<file path="src/rtl/jogo_pkg.sv">
// Shared definitions for the game input stage: FSM state codes (also shown on the
// debug display) and the default button count.
package jogo_pkg;

  localparam int LARGURA_PAD = 4;

  typedef enum logic [3:0] {
    OCIOSO          = 4'd0,
    CONFIRMA        = 4'd1,
    REGISTRA        = 4'd2,
    ESPERA_SOLTAR   = 4'd3,
    CONFIRMA_SOLTAR = 4'd4
  } estado_t;

endpackage

</file>
<file path="src/rtl/sincronizador_2ff.sv">
// Two-flop synchronizer for a bus of independent asynchronous levels.
module sincronizador_2ff #(
  parameter int LARGURA = 4
) (
  input  logic               clock,
  input  logic               reset,
  input  logic [LARGURA-1:0] d,
  output logic [LARGURA-1:0] q
);

  logic [LARGURA-1:0] meta;

  always_ff @(posedge clock or negedge reset) begin
    if (!reset) begin
      meta <= '0;
      q    <= '0;
    end else begin
      meta <= d;
      q    <= meta;
    end
  end

endmodule

</file>
<file path="src/rtl/detector_jogada.sv">
// Button input stage: synchronizes, debounces press and release, latches the stable
// pattern into jogada and emits one tem_jogada pulse per physical press.
module detector_jogada
  import jogo_pkg::*;
#(
  parameter int DEBOUNCE_CICLOS = 4,
  parameter int LARGURA         = LARGURA_PAD
) (
  input  logic               clock,
  input  logic               reset,
  input  logic [LARGURA-1:0] botoes,
  input  logic               habilita,
  input  logic               limpa,
  output logic [LARGURA-1:0] jogada,
  output logic               tem_jogada,
  output logic [3:0]         db_estado
);

  localparam int CW = (DEBOUNCE_CICLOS > 1) ? $clog2(DEBOUNCE_CICLOS) : 1;
  localparam logic [CW-1:0] CNT_MAX = CW'(DEBOUNCE_CICLOS - 1);

  logic [LARGURA-1:0] s;
  logic [LARGURA-1:0] amostra, amostra_n;
  logic [CW-1:0]      cnt, cnt_n;
  estado_t            estado, prox;

  sincronizador_2ff #(.LARGURA(LARGURA)) u_sync (
    .clock (clock),
    .reset (reset),
    .d     (botoes),
    .q     (s)
  );

  always_ff @(posedge clock or negedge reset) begin
    if (!reset) begin
      estado  <= OCIOSO;
      cnt     <= '0;
      amostra <= '0;
    end else begin
      estado  <= prox;
      cnt     <= cnt_n;
      amostra <= amostra_n;
    end
  end

  always_comb begin
    prox      = estado;
    cnt_n     = cnt;
    amostra_n = amostra;
    case (estado)
      OCIOSO: begin
        if (s != '0) begin
          if (habilita) begin
            amostra_n = s;
            cnt_n     = '0;
            prox      = CONFIRMA;
          end else begin
            prox = ESPERA_SOLTAR;
          end
        end
      end
      CONFIRMA: begin
        if (!habilita || s == '0) begin
          prox = OCIOSO;
        end else if (s != amostra) begin
          // pattern changed while held: restart debounce on the new value
          amostra_n = s;
          cnt_n     = '0;
        end else if (cnt == CNT_MAX) begin
          prox = REGISTRA;
        end else begin
          cnt_n = cnt + 1'b1;
        end
      end
      REGISTRA: prox = ESPERA_SOLTAR;
      ESPERA_SOLTAR: begin
        if (s == '0) begin
          cnt_n = '0;
          prox  = CONFIRMA_SOLTAR;
        end
      end
      CONFIRMA_SOLTAR: begin
        if (s != '0)              prox = ESPERA_SOLTAR;
        else if (cnt == CNT_MAX)  prox = OCIOSO;
        else                      cnt_n = cnt + 1'b1;
      end
      default: prox = OCIOSO;
    endcase
  end

  // Loaded on entry to REGISTRA so jogada is already valid while tem_jogada is high;
  // the registration always beats a simultaneous limpa.
  always_ff @(posedge clock or negedge reset) begin
    if (!reset)                                     jogada <= '0;
    else if (prox == REGISTRA || estado == REGISTRA) jogada <= amostra;
    else if (limpa)                                 jogada <= '0;
  end

  assign tem_jogada = (estado == REGISTRA);
  assign db_estado  = estado;

endmodule

</file>
<file path="config.mk">
export PLATFORM = sky130hd
export DESIGN_NAME = detector_jogada
export DESIGN_NICKNAME = d
export VERILOG_FILES = /design/src/rtl/jogo_pkg.sv /design/src/rtl/sincronizador_2ff.sv /design/src/rtl/detector_jogada.sv
export SDC_FILE = /design/constraint.sdc
export NUM_CORES = 1
export LEC_CHECK = 0
export CORE_AREA = 2 2 51 44
export DETAILED_ROUTE_END_ITERATION = 6
export DIE_AREA = 0 0 53 46
export GPL_TIMING_DRIVEN = 0
export HOLD_SLACK_MARGIN = 0.12
export PLACE_DENSITY = 0.84
export SYNTH_ARGS = -nofsm -noshare
export SYNTH_HDL_FRONTEND = slang
export SYNTH_HIERARCHICAL = 1
export SYNTH_SLANG_ARGS = --single-unit
</file>
<file path="constraint.sdc">
create_clock -name clock -period 4.5 [get_ports clock]
set_input_delay 0.45 -clock clock [delete_from_list [all_inputs] [get_ports clock]]
set_output_delay 0.45 -clock clock [all_outputs]
set_load 0.01 [all_outputs]
</file>
==> results.cfg, run 1 <==
[run_status]
run_status = completed

[final_layout]
n_antenna_cell = 0
fillers = 160
layout-drive-gt1-share_pct = 21.0
fin_util_pct = 61.6
areaGrowthSynthToFinish_pct = 23.1
stdcell_count = 125
nets = 109

[power]
switching_power_uw = 115
sw_frac_of_total_pct = 26.4
leakagePower_nw = 0.498
peakVddDrop_mv = 0.232
power.share.combinational_pct = 21.5
p_clk_share_pct = 24.5
pwr-share-seq_pct = 54.0
power_uw = 434
p_int_uw = 319
powerDensity_mw_per_mm2 = 357

[critical_path]
timing.rr.end = amostra[0]
critPathLaunch = db_estado[3]
rr_worst_depth = 5
cp_top_family = buffers and inverters
cp-end-kind = primary output
worstPathMaxFanout = 9
cp-start-kind = register
arrival_ns = 1.81
reg2reg_slack_ns = 2.54
critPathKind = reg2out
r2r-start = db_estado[1]
cp_num_buf_inv = 2
crit_slowest_cell = clkdlybuf4s50_1
crit_end = tem_jogada
crit_required_ns = 4.05
crit_chain = clkbuf_1 -> nor3_1 -> clkdlybuf4s50_1
crit_path_max_incr_delay_ns = 0.59
path_depth = 3

[synthesis]
yosysTopAreaCellShare_pct = 55.8
synth_edf_count = 0
ys_ff_latch = 22
yosys_warnings = 6
synth.area.top_cells = dfrtp_1 (56%), mux2_2 (9.1%), xor2_1 (3.6%)
syn_area_um2 = 986
yosysTopAreaCell = dfrtp_1
yosysMostFrequentCell = dfrtp_1
yosysSeqAreaShare_pct = 55.8
syn-num-nets = 88
synthTopCellsByCount = dfrtp_1 (22), mux2_2 (8), a21oi_1 (5), nor2b_1 (5), xor2_1 (4)
ys_types = 33
synthCells = 80
async_flop_share_pct = 100
ys.flop_type = dfrtp_1
syn_area_per_cell_um2 = 12.3

[timing]
timing.fmax_mhz = 443
post-route-period-util_pct = 50.2
rsz0062_at_grt = no
tns_ns = 0
period_needed_ns = 2.26
setup_viol = 0
worst_slew_pin_slew_ns = 0.951
max_slew_margin_pct = 36.4
finalHoldViolCount = 0
skew_ns = 0.00926
slew_violations = 0

[detailed_routing]
antenna_left = 0
dr.pass1.iters = 4
wl_met2_um = 786
post-route-drc-count = 0
top_layer = met4
wl_met3_um = 77
wl_met1_um = 750
drt_iter0_drc = 9
drt-vias-per-instance = 5.26
drt_wl_total_um = 1660
num_vias = 658
routed_wire_length_per_instance_um = 13.3

[clocking]
cts_buffer_depth = 2
cts_root_buffer = clkbuf_4
cts.sinks = 22
cts_tree = done
cts-buffers-inserted = 3
cts.hold.buffers_added = 0
cts_resized = 0
h-tree-depth = 1
insertion_delay_ns = 0.31
clk_pin_slew_worst_paths_ns = 0.12
post-cts-setup-buffers = 0

[floorplan]
initial_utilization_pct = 50.0
die_h_um = 46
rows = 15
dieArea_mm2 = 0.00244
core_mm2 = 0.00197
die_x_um = 53
pin_count = 17

[global_route]
grt_usage_pct = 16.7
antenna_found_initial = 0
overflow = 0
grt_max_degree = 23
grt_pass1_wl_um = 2800
grt_pass1_vias = 638

[placement]
io_buffers = 16
place_congestion = 0.848
place_hpwl_um = 1210
dp.cells = 121

[hold_path]
hold_path.class = reg2reg

[flow_run]
cap_viol_max_count = 0
==> cell type report <==
class	count	area (um^2)	share of cell area (%)
clock buffer	4	36.3	2.99
sequential	22	551	45.4
buffer	4	17.5	1.44
inverter	1	3.75	0.309
timing repair buffer	16	160	13.2
tap	25	31.3	2.58
multi-input combinational	53	414	34.1
==> kinds of logic (layout without fill, tap and decap cells) <==
group	Yosys count	in the layout	share of synthesized area, %
AOI/OAI and AO/OA	15	15	10.5
xor gates and xnor gates	4	4	3.55
buffers and inverters	5	25	2.16
DFF	22	22	55.8
muxes	9	9	10.2
other	1	1	0.380
and+or+nand+nor	24	24	17.4
==> how the worst min path moves through the flow <==
stage / startpoint / end / slack (ns) / cells after the start
global route: u_sync/meta[0] / u_sync/q[0] / 0.37 / 0
CTS: u_sync/meta[0] / u_sync/q[0] / 0.36 / 0
finish: u_sync/meta[0] / u_sync/q[0] / 0.36 / 0
detailed placement: u_sync/meta[0] / u_sync/q[0] / 0.33 / 0
floorplan: reset / amostra[0] / 0.15 / 0
global placement: u_sync/meta[3] / u_sync/q[3] / 0.33 / 0
==> power by group through the flow <==
stage | sequential (mW) | clock [mW] | combinational, mW
after floorplan | 0.238 | 0 | 0.0556
after global placement | 0.237 | 0 | 0.0900
after detailed placement | 0.239 | 0 | 0.0934
after CTS | 0.235 | 0.112 | 0.0938
after global routing | 0.238 | 0.123 | 0.102
final | 0.234 | 0.106 | 0.0932
==> sequential cells by signal, summed over array words and instances, names as in the netlist <==
name,flops
db_estado,4
amostra,4
cnt,2
u_sync/q,4
u_sync/meta,4
jogada,4
==> layer usage <==
layer  up-vias  track usage (%)
met5         -                0
met3         4             3.95
met2        16             26.0
met4         0             9.23
li1        326                -
met1       312             21.6
==> metrics by stage <==
step	area [um^2]	hold WS, ns	worst slack, ns
2_1_floorplan	986	0.154	2.66
3_3_place_gp	1180	0.331	2.19
5_1_grt	1210	0.369	2.13
3_5_place_dp	1180	0.335	2.16
6_report	1210	0.360	2.24
4_1_cts	1210	0.362	2.23
==> cell usage in the layout (no fill, tap or decap), types with 2 or more instances in the layout <==
cell	n
a31oi_1	2
a21oi_1	5
dfrtp_1	22
nor2b_1	5
clkdlybuf4s50_1	16
nor4b_1	2
clkbuf_4	3
nand2_1	2
xor2_1	4
buf_2	2
nor3_1	3
clkbuf_1	2
mux2_2	8
nor4_2	2
==> worst register-to-register path, cell delays in order, from the launching register on <==
cell      delay (ns)
dfrtp_1         0.39
buf_2           0.17
or3b_1          0.42
nor3_1          0.20
a21boi_2        0.30
mux2_2          0.37
Note: power is estimated with default switching activity, not from simulation.
==> run 2, diff against run 1 <==
--- a/config.mk
+++ b/config.mk
@@ -5,12 +5,12 @@
 export SDC_FILE = /design/constraint.sdc
 export NUM_CORES = 1
 export LEC_CHECK = 0
-export CORE_AREA = 2 2 51 44
+export CORE_AREA = 2 2 56 47
 export DETAILED_ROUTE_END_ITERATION = 6
-export DIE_AREA = 0 0 53 46
+export DIE_AREA = 0 0 58 49
 export GPL_TIMING_DRIVEN = 0
 export HOLD_SLACK_MARGIN = 0.12
-export PLACE_DENSITY = 0.84
+export PLACE_DENSITY = 0.76
 export SYNTH_ARGS = -nofsm -noshare
 export SYNTH_HDL_FRONTEND = slang
 export SYNTH_HIERARCHICAL = 1
==> constraint.sdc (replaced) <==
create_clock -name clock -period 1.9 [get_ports clock]
set_input_delay 0.19 -clock clock [delete_from_list [all_inputs] [get_ports clock]]
set_output_delay 0.19 -clock clock [all_outputs]
set_load 0.01 [all_outputs]
==> run 2 against run 1 <==
  * Core utilization shrank 6.0 points
  * Total power grew to 2.7 times the previous value
  * Cell count up 0.80%
  * Register-to-register slack worse by 2.5 ns
  * Non-clock buffer count fell by 1
  * Critical path depth grew 2
  * Combinational power rose to 2.6 times the previous value
  * Sequential power rose by 140%
  * First-iteration DRC count up 78%
  * Clock power grew to 3.4 times the previous value
  * Largest cell class unchanged
==> results.cfg, run 2 (synthesis gave the netlist of run 1 again) <==
[clocking]
cts-buffers-inserted = 3
cts_buffer_depth = 2
insertion_delay_ns = 0.31
cts_root_buffer = clkbuf_4
cts.sinks = 22
cts_tree = done
clk_pin_slew_worst_paths_ns = 0.13
h-tree-depth = 1
post-cts-setup-buffers = 0

[power]
peakVddDrop_mv = 0.887
power_mw = 1.16
leakagePower_nw = 0.531
powerDensity_mw_per_mm2 = 899

[critical_path]
crit_required_ns = 2.10
crit_slowest_cell = or3b_4
arrival_ns = 2.06
crit_path_max_incr_delay_ns = 0.42
critPathKind = reg2reg
crit_chain = buf_2 -> or3b_4 -> nor3_4 -> a21boi_4 -> mux2_2
cp-end-kind = register
cp-start-kind = register
worstPathMaxFanout = 8

[floorplan]
die_x_um = 58
core_mm2 = 0.00232
die_h_um = 49
rows = 16
pin_count = 17
initial_utilization_pct = 42.5
dieArea_mm2 = 0.00284

[placement]
place_congestion = 0.771
io_buffers = 16
place_hpwl_um = 1160
place_ws_ns = -0.179

[global_route]
overflow = 0
grt_pass1_wl_um = 3220
grt_max_degree = 23
grt_usage_pct = 14.9
grt_pass1_vias = 710
antenna_found_initial = 0

[timing]
whs_ns = 0.313
rsz0062_at_grt = yes
worst_slew_pin_slew_ns = 0.973
max_slew_margin_pct = 34.9
timing.fmax_mhz = 537
skew_ns = 0.0140
setup_viol = 0
timing.final.ws_setup_ns = 0.0377
slew_violations = 0
post-route-period-util_pct = 98.0
period_needed_ns = 1.86
finalHoldViolCount = 0

[hold_path]
hold_path.class = in2reg

[final_layout]
fin_util_pct = 55.6
nets = 108
final_common_cell = dfrtp_1
layout-drive-gt1-share_pct = 29.3
fillers = 198
layout_common_cells = dfrtp_1 (20), clkdlybuf4s50_1 (15), mux2_2 (8)
areaGrowthSynthToFinish_pct = 31.0
n_antenna_cell = 0

[detailed_routing]
post-route-drc-count = 0
dr.pass1.iters = 4
drt_wl_total_um = 1810
drt-vias-per-instance = 5.41
routed_wire_length_per_instance_um = 14.3
num_vias = 682
antenna_left = 0
drt_iter0_drc = 16

[flow_run]
cap_viol_max_count = 0

[run_status]
run_status = completed
## run 2: power by group
group | internal, mW | switching [mW]
logic | 0.130 | 0.113
clock network | 0.213 | 0.143
registers | 0.518 | 0.0439
## run 2: area by class of cell
| cell class | count | area, um^2 | share of cell area [%] |
|---|---|---|---|
| multi-input combinational | 53 | 465 | 36.0 |
| clock inverter | 1 | 30.0 | 2.33 |
| tap | 27 | 33.8 | 2.62 |
| clock buffer | 3 | 22.5 | 1.74 |
| timing repair buffer | 16 | 163 | 12.6 |
| buffer | 3 | 20.0 | 1.55 |
| sequential | 22 | 553 | 42.8 |
| inverter | 1 | 3.75 | 0.291 |
## run 2: critical path, delay by kind of cell (launching register included)
kind                   cells  cell delay, ns
buffers and inverters      1            0.17
AO/OA/AOI/OAI              1            0.27
AND/OR/NAND/NOR            2            0.57
flip-flops                 1            0.40
multiplexers               1            0.35
## run 2: repair_timing
action,CTS,global route
endpoints found under the setup margin,5,11
gates resized for setup,3,11
gates cloned,0,0
hold buffers,0,0
hold endpoints to repair,0,0
## run 2: path summary, 6_finish.rpt
kind | start | to | slack (ns) | depth (start not counted)
hold reg to reg | u_sync/meta[1] | u_sync/q[1] | 0.35 | 0
hold / removal | botoes[3] | u_sync/meta[3] | 0.31 | 1
setup reg to reg | db_estado[1] | amostra[3] | 0.04 | 5
max in group asynchronous | reset | u_sync/q[0] | 0.83 | 1
min in group asynchronous | reset | db_estado[1] | 0.40 | 1
setup / recovery | db_estado[1] | amostra[3] | 0.04 | 5
## run 2: per-stage QoR
stage | cell area, um^2 | setup TNS, ns | std cells
after global placement | 1180 | -0.861 | 123
final | 1290 | 0 | 126
after CTS | 1250 | -0.175 | 126
after global routing | 1290 | -0.145 | 126
after floorplan | 986 | 0 | 80
after detailed placement | 1180 | -0.970 | 123
## run 2: routing by layer
metal	GRT usage, %	routed length (um)	vias up
li1	-	-	326
met1	19.6	800	337
met2	24.1	894	17
met3	5.57	102	2
met4	2.33	9	0
met5	0	0	-
==> run 3, diff against run 2 <==
==> constraint.sdc (replaced) <==
create_clock -name clock -period 1.9 [get_ports clock]
set_input_delay 0.285 -clock clock [delete_from_list [all_inputs] [get_ports clock]]
set_output_delay 0.285 -clock clock [all_outputs]
set_load 0.01 [all_outputs]
==> run 3 against run 2 <==
  * Fmax fell by 0.77%
  * Total power is 0.58% higher
  * First-iteration DRC count fell by 38%
  * Routed wire length grew 1.8%
  * Critical endpoint is now cnt[0]
  * Highest routed layer is now met3
==> results.cfg, run 3 (synthesis gave the netlist of run 1 again) <==
[critical_path]
arrival_ns = 2.11
crit_path_max_incr_delay_ns = 0.53
critPathLaunch = u_sync/q[1]
reg2reg_slack_ns = 0.02
crit_chain = or4_1 -> buf_4 -> or3_4 -> and2_4 -> o22ai_2
cp-end-kind = register
crit_required_ns = 2.13
critPathKind = reg2reg
crit_slowest_cell = or4_1
worstPathMaxFanout = 6
r2r-start = u_sync/q[1]
cp-start-kind = register

[floorplan]
initial_utilization_pct = 42.5
rows = 16
pin_count = 17
die_x_um = 58
die_h_um = 49
core_mm2 = 0.00232
dieArea_mm2 = 0.00284

[timing]
slew_violations = 0
skew_ns = 0.0128
worst_slew_pin_slew_ns = 0.974
post-route-period-util_pct = 98.8
period_needed_ns = 1.88
max_slew_margin_pct = 34.9
whs_ns = 0.354
setup_viol = 0
timing.fmax_mhz = 533
finalHoldViolCount = 0
tns_ns = 0
rsz0062_at_grt = yes

[clocking]
cts.hold.buffers_added = 0
insertion_delay_ns = 0.31
h-tree-depth = 1
clk_pin_slew_worst_paths_ns = 0.13
cts.sinks = 22
cts_buffer_depth = 2
cts-buffers-inserted = 3
cts_root_buffer = clkbuf_4
cts_tree = done

[placement]
placedInstanceArea_mm2 = 0.00118
place_congestion = 0.771
dp.cells = 123
place_hpwl_um = 1160
io_buffers = 16

[final_layout]
layout-drive-gt1-share_pct = 32.0
final_common_cell = dfrtp_1
stdcell_count = 127
layout_common_cells = dfrtp_1 (19), clkdlybuf4s50_1 (15), mux2_2 (8)
fillers = 197
areaGrowthSynthToFinish_pct = 32.9
multi_input_area_um2 = 480
finalInstanceArea_mm2 = 0.00131
seqCellArea_um2 = 554
nets = 109
n_antenna_cell = 0

[run_status]
run_status = completed

[hold_path]
hold_path.class = reg2reg
holdCritStartpoint = u_sync/meta[1]

[detailed_routing]
dr.pass1.iters = 4
post-route-drc-count = 0
drt_wl_total_um = 1840
antenna_left = 0
routed_wire_length_per_instance_um = 14.5
num_vias = 682
drt-vias-per-instance = 5.37
drt_iter0_drc = 10

[power]
leakagePower_nw = 0.521
peakVddDrop_mv = 0.889
switching_power_uw = 304
power_mw = 1.17
pwr-share-seq_pct = 48.2
powerDensity_mw_per_mm2 = 892
p_int_uw = 864
power.share.combinational_pct = 21.3
p_clk_share_pct = 30.6
sw_frac_of_total_pct = 26.0

[flow_run]
cap_viol_max_count = 0

[global_route]
overflow = 0
antenna_found_initial = 0
grt_max_degree = 23
grt_pass1_wl_um = 3220
grt_pass1_vias = 710
grt_usage_pct = 14.9
## run 3: final timing paths
kind                                endpoint  cells after the start
worst max-delay path                  cnt[0]                      5
worst min-delay path             u_sync/q[1]                      0
worst max register to register        cnt[0]                      5
worst min register to register   u_sync/q[1]                      0
max in group asynchronous       db_estado[3]                      1
min in group asynchronous       db_estado[1]                      1
## run 3: per-layer routing
layer	global-route usage, %	up-vias	part of all wire, %
met4	2.33	0	0
met2	24.1	19	50
met3	5.57	0	5.5
met5	0	-	0
met1	19.6	335	44
li1	-	328	-
## run 3: critical path, delay by kind of cell, from the launching register on
| kind | cells | cell delay (ns) |
|---|---|---|
| AND/OR/NAND/NOR | 3 | 1.05 |
| flip-flops | 1 | 0.45 |
| buffers and inverters | 1 | 0.18 |
| AO/OA/AOI/OAI | 1 | 0.13 |
## run 3: stage by stage
| step | util, % | setup slack (ns) |
|---|---|---|
| after floorplan | - | 0.0592 |
| after detailed placement | 50.8 | -0.274 |
| after global routing | 56.4 | -0.0227 |
| after CTS | 53.8 | -0.0483 |
| final | 56.4 | 0.0233 |
| after global placement | 50.8 | -0.252 |
## run 3: what timing repair did
action                     in CTS  in global routing
cloned                          0                  0
pin swaps                       0                  1
setup endpoints to repair       5                 10
setup buffers                   0                  1
gates resized for setup         4                 13
## run 3: final cells by class
cell class	count	area share, %
Sequential cell	22	42.3
Inverter	1	0.287
Buffer	3	1.43
Tap cell	27	2.58
Clock buffer	3	1.72
Clock inverter	1	2.29
Timing Repair Buffer	17	12.7
Multi-Input combinational cell	53	36.7
## run 3: power by group through the flow
stage                     clock network, mW  registers (mW)  logic, mW
after floorplan                           0           0.565      0.132
after global placement                    0           0.562      0.214
after detailed placement                  0           0.565      0.218
after CTS                             0.368           0.558      0.233
after global routing                  0.396           0.572      0.271
final                                 0.357           0.563      0.248
